File: config.mk
export PLATFORM = sky130hd
export DESIGN_NAME = mem_access_ctrl_flat
export DESIGN_NICKNAME = d
export VERILOG_FILES = /design/src/rtl/mem_access_ctrl_if.sv /design/src/rtl/mem_access_ctrl.sv /design/src/flat_wrapper.sv
export SDC_FILE = /design/constraint.sdc
export NUM_CORES = 1
export LEC_CHECK = 0
export CAP_MARGIN = 5
export CELL_PAD_IN_SITES_DETAIL_PLACEMENT = 1
export CELL_PAD_IN_SITES_GLOBAL_PLACEMENT = 1
export CORE_AREA = 8 8 171 92
export CTS_BUF_LIST = sky130_fd_sc_hd__clkbuf_4
export CTS_CLUSTER_SIZE = 16
export DETAILED_ROUTE_END_ITERATION = 6
export DIE_AREA = 0 0 179 100
export GPL_ROUTABILITY_DRIVEN = 0
export PLACE_DENSITY_LB_ADDON = 0.1
export SYNTH_ARGS = -nofsm -noshare
export SYNTH_HDL_FRONTEND = slang
export SYNTH_SLANG_ARGS = --single-unit
File: constraint.sdc
create_clock -name clock -period 2.35 [get_ports clock]
set_clock_uncertainty 0.15 [all_clocks]
set_input_delay 0.47 -clock clock [delete_from_list [all_inputs] [get_ports clock]]
set_output_delay 0.47 -clock clock [all_outputs]
set_load 0.05 [all_outputs]
File: src/rtl/mem_access_ctrl_if.sv
// RAM-side port of the memory access controller: one request/ack transaction at a time.
interface mem_access_ctrl_if #(
  parameter int ADDR_W = 9,
  parameter int DATA_W = 32
);
  // mem_req stays high from issue until the cycle mem_ack is sampled or the wait times out;
  // mem_ack is a single-cycle pulse and mem_rdata is only meaningful while mem_ack is high.
  logic [ADDR_W-1:0] mem_addr;
  logic [DATA_W-1:0] mem_wdata;
  logic [DATA_W-1:0] mem_rdata;
  logic              mem_req;
  logic              mem_we;
  logic              mem_ack;

  modport master (
    output mem_addr, mem_wdata, mem_req, mem_we,
    input  mem_rdata, mem_ack
  );

  modport slave (
    input  mem_addr, mem_wdata, mem_req, mem_we,
    output mem_rdata, mem_ack
  );
endinterface

File: src/rtl/mem_access_ctrl.sv
// MAR/MDR holder that turns level Read/Write strobes into one RAM req/ack transaction,
// with busy/done/err status for the sequencer.
module mem_access_ctrl #(
  parameter int ADDR_W  = 9,
  parameter int DATA_W  = 32,
  parameter int TIMEOUT = 16
) (
  input  logic              clock,
  input  logic              reset,
  input  logic [DATA_W-1:0] bus_in,
  input  logic              MARen,
  input  logic              MDRen,
  input  logic              Read,
  input  logic              Write,
  output logic [DATA_W-1:0] mdr_out,
  output logic              busy,
  output logic              done,
  output logic              err,
  output logic [1:0]        dbg_state_o,
  output logic [DATA_W-1:0] dbg_mar_o,
  mem_access_ctrl_if.master mem
);

  localparam int CNT_W = $clog2(TIMEOUT + 1);

  typedef enum logic [1:0] {
    IDLE     = 2'd0,
    ISSUE    = 2'd1,
    WAIT     = 2'd2,
    COMPLETE = 2'd3
  } state_e;

  state_e            state_q, state_d;
  logic [DATA_W-1:0] mar_q, mar_d;
  logic [DATA_W-1:0] mdr_q, mdr_d;
  logic [CNT_W-1:0]  cnt_q, cnt_d;
  logic              we_q, we_d;
  logic              err_q, err_d;
  logic              read_q, write_q;
  logic              rise_r, rise_w;

  assign rise_r = Read & ~read_q;
  assign rise_w = Write & ~write_q;

  always_ff @(posedge clock or posedge reset) begin
    if (reset) begin
      state_q <= IDLE;
      mar_q   <= '0;
      mdr_q   <= '0;
      cnt_q   <= '0;
      we_q    <= 1'b0;
      err_q   <= 1'b0;
      read_q  <= 1'b0;
      write_q <= 1'b0;
    end else begin
      state_q <= state_d;
      mar_q   <= mar_d;
      mdr_q   <= mdr_d;
      cnt_q   <= cnt_d;
      we_q    <= we_d;
      err_q   <= err_d;
      read_q  <= Read;
      write_q <= Write;
    end
  end

  always_comb begin
    state_d = state_q;
    mar_d   = mar_q;
    mdr_d   = mdr_q;
    cnt_d   = cnt_q;
    we_d    = we_q;
    err_d   = 1'b0;
    unique case (state_q)
      IDLE: begin
        // Simultaneous Read/Write edges are rejected outright, bus loads included.
        if (rise_r && rise_w) begin
          err_d = 1'b1;
        end else begin
          if (MARen)          mar_d = bus_in;
          if (MDRen && !Read) mdr_d = bus_in;
          if (rise_r || rise_w) begin
            state_d = ISSUE;
            we_d    = rise_w;
            cnt_d   = '0;
          end
        end
      end
      ISSUE: begin
        if (mem.mem_ack) begin
          if (!we_q) mdr_d = mem.mem_rdata;
          state_d = COMPLETE;
        end else begin
          state_d = WAIT;
          cnt_d   = CNT_W'(1);
        end
      end
      WAIT: begin
        if (mem.mem_ack) begin
          if (!we_q) mdr_d = mem.mem_rdata;
          state_d = COMPLETE;
          cnt_d   = '0;
        end else if (cnt_q == CNT_W'(TIMEOUT)) begin
          state_d = IDLE;
          err_d   = 1'b1;
          cnt_d   = '0;
        end else begin
          cnt_d = cnt_q + CNT_W'(1);
        end
      end
      COMPLETE: begin
        state_d = IDLE;
      end
      default: state_d = IDLE;
    endcase
  end

  // Request is decoded from state so an asynchronous reset drops it immediately.
  assign mem.mem_req   = (state_q == ISSUE) || (state_q == WAIT);
  assign mem.mem_we    = we_q & mem.mem_req;
  assign mem.mem_addr  = mar_q[ADDR_W-1:0];
  assign mem.mem_wdata = mdr_q;

  assign mdr_out     = mdr_q;
  assign busy        = (state_q != IDLE);
  assign done        = (state_q == COMPLETE);
  assign err         = err_q;
  assign dbg_state_o = state_q;
  assign dbg_mar_o   = mar_q;

endmodule

File: src/flat_wrapper.sv
// flat-port wrapper written by rule: the top's interface ports become plain ports
module mem_access_ctrl_flat 
#(
  parameter int ADDR_W  = 9,
  parameter int DATA_W  = 32,
  parameter int TIMEOUT = 16
)
  (clock, reset, bus_in, MARen, MDRen, Read, Write, mdr_out, busy, done, err, dbg_state_o, dbg_mar_o, mem_mem_addr, mem_mem_wdata, mem_mem_req, mem_mem_we, mem_mem_rdata, mem_mem_ack);
  mem_access_ctrl_if #(.ADDR_W(ADDR_W), .DATA_W(DATA_W)) mem_i ();
  input  logic clock;
  input  logic reset;
  input  logic [DATA_W-1:0] bus_in;
  input  logic MARen;
  input  logic MDRen;
  input  logic Read;
  input  logic Write;
  output logic [DATA_W-1:0] mdr_out;
  output logic busy;
  output logic done;
  output logic err;
  output logic [1:0] dbg_state_o;
  output logic [DATA_W-1:0] dbg_mar_o;
  output wire logic [$bits(mem_i.mem_addr)-1:0] mem_mem_addr;
  output wire logic [$bits(mem_i.mem_wdata)-1:0] mem_mem_wdata;
  output wire logic [$bits(mem_i.mem_req)-1:0] mem_mem_req;
  output wire logic [$bits(mem_i.mem_we)-1:0] mem_mem_we;
  input wire logic [$bits(mem_i.mem_rdata)-1:0] mem_mem_rdata;
  input wire logic [$bits(mem_i.mem_ack)-1:0] mem_mem_ack;
  assign mem_mem_addr = mem_i.mem_addr;
  assign mem_mem_wdata = mem_i.mem_wdata;
  assign mem_mem_req = mem_i.mem_req;
  assign mem_mem_we = mem_i.mem_we;
  assign mem_i.mem_rdata = mem_mem_rdata;
  assign mem_i.mem_ack = mem_mem_ack;
  mem_access_ctrl #(.ADDR_W(ADDR_W), .DATA_W(DATA_W), .TIMEOUT(TIMEOUT)) u_core (.clock(clock), .reset(reset), .bus_in(bus_in), .MARen(MARen), .MDRen(MDRen), .Read(Read), .Write(Write), .mdr_out(mdr_out), .busy(busy), .done(done), .err(err), .dbg_state_o(dbg_state_o), .dbg_mar_o(dbg_mar_o), .mem(mem_i));
endmodule
# After elaboration in Yosys (flattened, before gate mapping)
# Index checks and enable logic that the tools add are counted.
# word_totals
wordCells	62
latchBits	0
regBits	75
ram_bits	0
rom_bits	0
memories	0
# op_classes
div	0
add_sub_neg	1
mux	21
bitwise	6
mul	0
shifts	0
reduce_logical	15
order_cmp	0
eq_ne	11
# ops
cell	count
two-way mux 32 bit	4
case mux 32 bit (2 select lines)	1
two-way mux 5 bit	5
case mux 5 bit (3 select lines)	1
AND reduction 3 bit	3
two-way mux 2 bit	4
case mux 2 bit (4 select lines)	1
inequality test 2 x 1 -> 1 bit, second input constant	3
inequality test 2 bit, second input constant	3
adder 5 x 1 -> 5 bit, second input constant	1
== test 5 bit, second input constant	1
AND reduction 5 bit	1
== test 2 bit, second input constant	2
two-way mux 1 bit	4
AND reduction 4 bit	1
nonzero test 2 bit	2
bitwise AND 1 bit	3
inequality test 3 x 2 -> 1 bit, second input constant	1
inverter 1 bit	3
nonzero test 3 bit	1
== test 2 x 1 -> 1 bit, second input constant	1
logical AND 1 bit	2
logical NOT 2 bit	1
logical OR 1 bit	2
3 further kinds	3

# Logic depth before layout (Yosys ltp)
# logic_depth
depth_word	6
ltp_mapped	7

# Least setup slack after synthesis
# No wires, ideal clock.
# synth_timing
path_kind	flip-flop to output port
from	register u_core.state_q[0], in the netlist u_core.dbg_state_o[0]
to	output port mem_mem_we
arrival_ns	2.307
setup_slack_ns	-0.577
path_buffers	2
required_ns	1.730
path_stages_with_launch	6
path_cell_list	dfrtp_1 inv_1 ha_1 buf_6 buf_2 and2_1
# synth_between
elab_chain_cells	3
# synth_lines
element	line	source
from (decl)	mem_access_ctrl.sv:33	state_e state_q, state_d;
from (signal assigned)	mem_access_ctrl.sv:56	state_q <= state_d;
== test 2 x 1 -> 1 bit / == test 2 bit (equally long branches)	mem_access_ctrl.sv:119	assign mem.mem_req = (state_q == ISSUE) || (state_q == WAIT);
logical OR 1 bit (*)	mem_access_ctrl.sv:119	
via mem_mem_req	flat_wrapper.sv:25	output wire logic [$bits(mem_i.mem_req)-1:0] mem_mem_req;
bitwise AND 1 bit (*)	mem_access_ctrl.sv:120	assign mem.mem_we = we_q & mem.mem_req;
to (decl)	flat_wrapper.sv:26	output wire logic [$bits(mem_i.mem_we)-1:0] mem_mem_we;
# Mark *: on every way through the listed nets, which the timed path passes. The rest lies on a longest branch.

# Worst setup path after layout
# layout_timing
from	register u_core.mdr_q[22], in the netlist u_core.mdr_out[22]
to	output port mdr_out[22]
# layout_rtl
element	line	source
from (decl)	mem_access_ctrl.sv:35	logic [DATA_W-1:0] mdr_q, mdr_d;
from (signal assigned)	mem_access_ctrl.sv:58	mdr_q <= mdr_d;
to (decl)	flat_wrapper.sv:17	output logic [DATA_W-1:0] mdr_out;
# No word-level cell between the ends.

==> results by group <==
Global routing
  – Pin count of the biggest net entering global routing: 33
  – Global-route wire length before repair: 18700 um
  – Grt ovf: 0
  – GRT Overall Usage: 13.7%
  – Initial antenna violation count: 0
  – Vias in the first global route: 3108

Critical path
  – Required time of the worst setup path: 1730 ps
  – Worst R2R Setup Slack: 180 ps
  – Critical path fanouts, max: 3
  – Critical path, cell by cell: clkdlybuf4s50_1
  – Reg2reg path depth: 7
  – Crit path max-delay cell type: clkdlybuf4s50_1
  – Setup crit start: u_core.mdr_out[22]
  – Crit path DAT: 1650 ps
  – RR Startpoint: u_core.dbg_state_o[0]
  – R2R Path End: u_core.cnt_q[2]
  – Delay of the slowest critical-path stage: 830 ps
  – Worst path top cell family by delay: buffers and inverters
  – Critical Path Stages: 1
  – Worst Path Buf+Inv: 1
  – CP endpoint: mdr_out[22]
  – CP Capture Type: primary output
  – Critical path class: flip-flop to primary output
  – Startpoint types: flip-flop

Clock network
  – Clk buf depth: 2
  – Total CTS buffers: 9
  – CTS Root Cell: clkbuf_4
  – H-tree levels: 3
  – Clock-pin slew on the worst setup and hold paths: 110 ps
  – Clk_lat worst skew: 420 ps
  – CTS sink count: 75
  – TritonCTS clock tree: done

Final layout
  – ANT cells: 0
  – # fillers: 1361
  – # nets final: 519
  – Area of the multi-input gates: 1640 sq um
  – Share of cells above drive strength 1: 17.3%
  – Reg area: 1880 sq um
  – Area growth syn-to-layout: 53.9%

STA
  – Setup TNS: 0 ps
  – Final Hold Viols: 0
  – Final WS setup: 84.0 ps
  – Tmin final: 2270 ps
  – Headroom to the max-slew limit: 60.5%
  – F_max: 0.441 GHz
  – Slew at the pin closest to its max-slew limit: 591 ps
  – Pins Over Slew Limit: 0
  – Final Cycle Share: 96.4%
  – Endpoints failing setup: 0

Synth
  – Multiplexer share of the synthesized area: 30.9%
  – Adder-Cell Fraction of Synth Area: 1.91%
  – Synth warn: 0
  – Yosys top cell area share: 47.8%
  – Mapped Cells: 289
  – Register area share after synthesis: 47.8%
  – Synthesized Nets: 366
  – Synth Area in Compound Gates: 4.30%
  – Biggest area consumer among synthesized cells: dfrtp_1
  – Mean Syn Cell Area: 13.6 sq um
  – Synth top area cells: dfrtp_1, mux2_1, mux2_4, buf_4, ha_1
  – Yosys reg bits: 75
  – Synth Area in Simple Gates: 3.54%
  – Fraction of synthesized cell area in xor and xnor cells: 0.446%
  – Largest family of logic cells by synthesized area: multiplexers
  – Cell Area, Synth: 3930 sq um
  – Synth unique cells: 38

Die
  – Die Footprint: 17900 sq um
  – IO Pins: 183
  – Rows: 30
  – Core box area: 13300 sq um
  – Initial core utilization: 29.6%
  – Die extent in x: 179 um
  – Die outline height: 100 um

Detailed routing
  – Wire per inst: 19.7 um
  – DR DRC count: 0
  – Final WL: 12300 um
  – Vias per cell: 4.52
  – Starting DRT DRC Count: 111
  – DRT Pass-1 Iters: 4
  – Final ANT Viol Nets: 0
  – Vias: 2811

Status
  – Status: finished clean

Hold path
  – Hold WC Path Type: primary input to asynchronous set/reset pin

Placed design
  – Hpwl dp: 9490 um
  – DP Worst Slack: 80.7 ps
  – Port Buf Inserts: 182

Flow run
  – Max cap viols: 0
==> sequential cells by signal (all words and copies together) (netlist names) <==
name,flops
u_core.cnt_q,5
u_core.dbg_state_o,2
u_core.dbg_mar_o,32
u_core.err,1
u_core.read_q,1
u_core.we_q,1
u_core.mdr_out,32
u_core.write_q,1
==> routing by layer <==
metal | vias up | global-route usage (%) | part of all wire, %
met1 | 1396 | 19.0 | 48
met4 | 0 | 2.84 | 0.73
met5 | - | 0 | 0
met3 | 7 | 7.38 | 13
met2 | 130 | 18.1 | 39
li1 | 1278 | - | -
==> kinds of logic after synthesis <==
kind of cell | count (synthesis)
xor+xnor | 2
fa+ha+maj | 6
mux | 98
buf+inv | 62
compound gates | 21
simple gates | 25
flops | 75
==> what timing repair did <==
item / CTS / global route
gates resized for setup: 4 / 61
setup endpoints to repair: 5 / 65
pin swaps: 1 / 0
hold buffers: 0 / 0
setup buffers: 2 / 0
==> placed cells by master (no fill, tap or decap), drive strengths merged, types with 2 or more instances in the layout <==
cell type	count
nand2	5
a211o	2
ha	6
nand3	4
clkbuf	10
and2b	2
mux2	96
mux2i	2
o2bb2ai	2
dfrtp	75
or2	2
dlygate4sd2	3
o211ai	2
and2	2
o21ai	4
nor2	7
buf	16
a211oi	3
inv	9
clkinv	5
a21oi	3
clkdlybuf4s50	114
dlymetal6s2s	61
==> synthesized netlist by cell type <==
library cell  instances
buf_2                 3
dfrtp_1              75
nand3_1               3
ha_1                  6
and2b_4               1
mux2_2                5
o21ai_2               1
inv_1                 9
mux2_1               61
a21oi_1               3
inv_2                 1
xnor2_1               1
nand2b_1              1
nand3_2               1
o211ai_2              1
o2bb2ai_1             2
or2_2                 2
o21ai_1               1
nand2_1               5
o221ai_1              1
and2b_1               1
a2bb2oi_1             1
and2_1                2
o211ai_1              1
nand4bb_1             1
a211o_1               2
o21ai_0               2
or3b_1                1
mux2_4               30
a31oi_4               1
buf_6                 4
a211oi_1              3
mux2i_1               2
a22oi_1               1
xor2_1                1
o22ai_1               1
nor2_1                7
buf_4                45
==> how the worst min path moves through the flow <==
| stage | from | to | slack [ps] | cells after the start |
|---|---|---|---|---|
| after CTS | reset | u_core.dbg_mar_o[22] | 210 | 2 |
| after detailed placement | u_core.dbg_mar_o[20] | u_core.dbg_mar_o[20] | 330 | 1 |
| after global routing | reset | u_core.dbg_mar_o[17] | 230 | 2 |
| after floorplan | u_core.we_q | u_core.we_q | 330 | 2 |
| final | reset | u_core.dbg_mar_o[17] | 260 | 2 |
| after global placement | u_core.dbg_mar_o[9] | u_core.dbg_mar_o[9] | 320 | 1 |
==> cell type report <==
class | count | area share [%]
inverters | 10 | 0.683
well taps | 176 | 3.64
flip-flops and latches | 75 | 31.1
clock buffers | 10 | 1.24
multi-input cells | 152 | 27.1
repair buffers | 194 | 35.9
clock inverters | 5 | 0.373
==> metrics by stage <==
stage	cell area (sq um)	hold slack, ps	instances	utilization (%)
floorplan	3950	334	289	-
global placement	5780	318	605	43.6
detailed placement	5780	328	605	43.6
CTS	5890	211	622	44.4
global route	6040	233	622	45.6
finish	6040	256	622	45.6
Power is left out: the tool's default activity adds up to more than one toggle a clock period on the data nets, which glitch-free logic cannot reach.
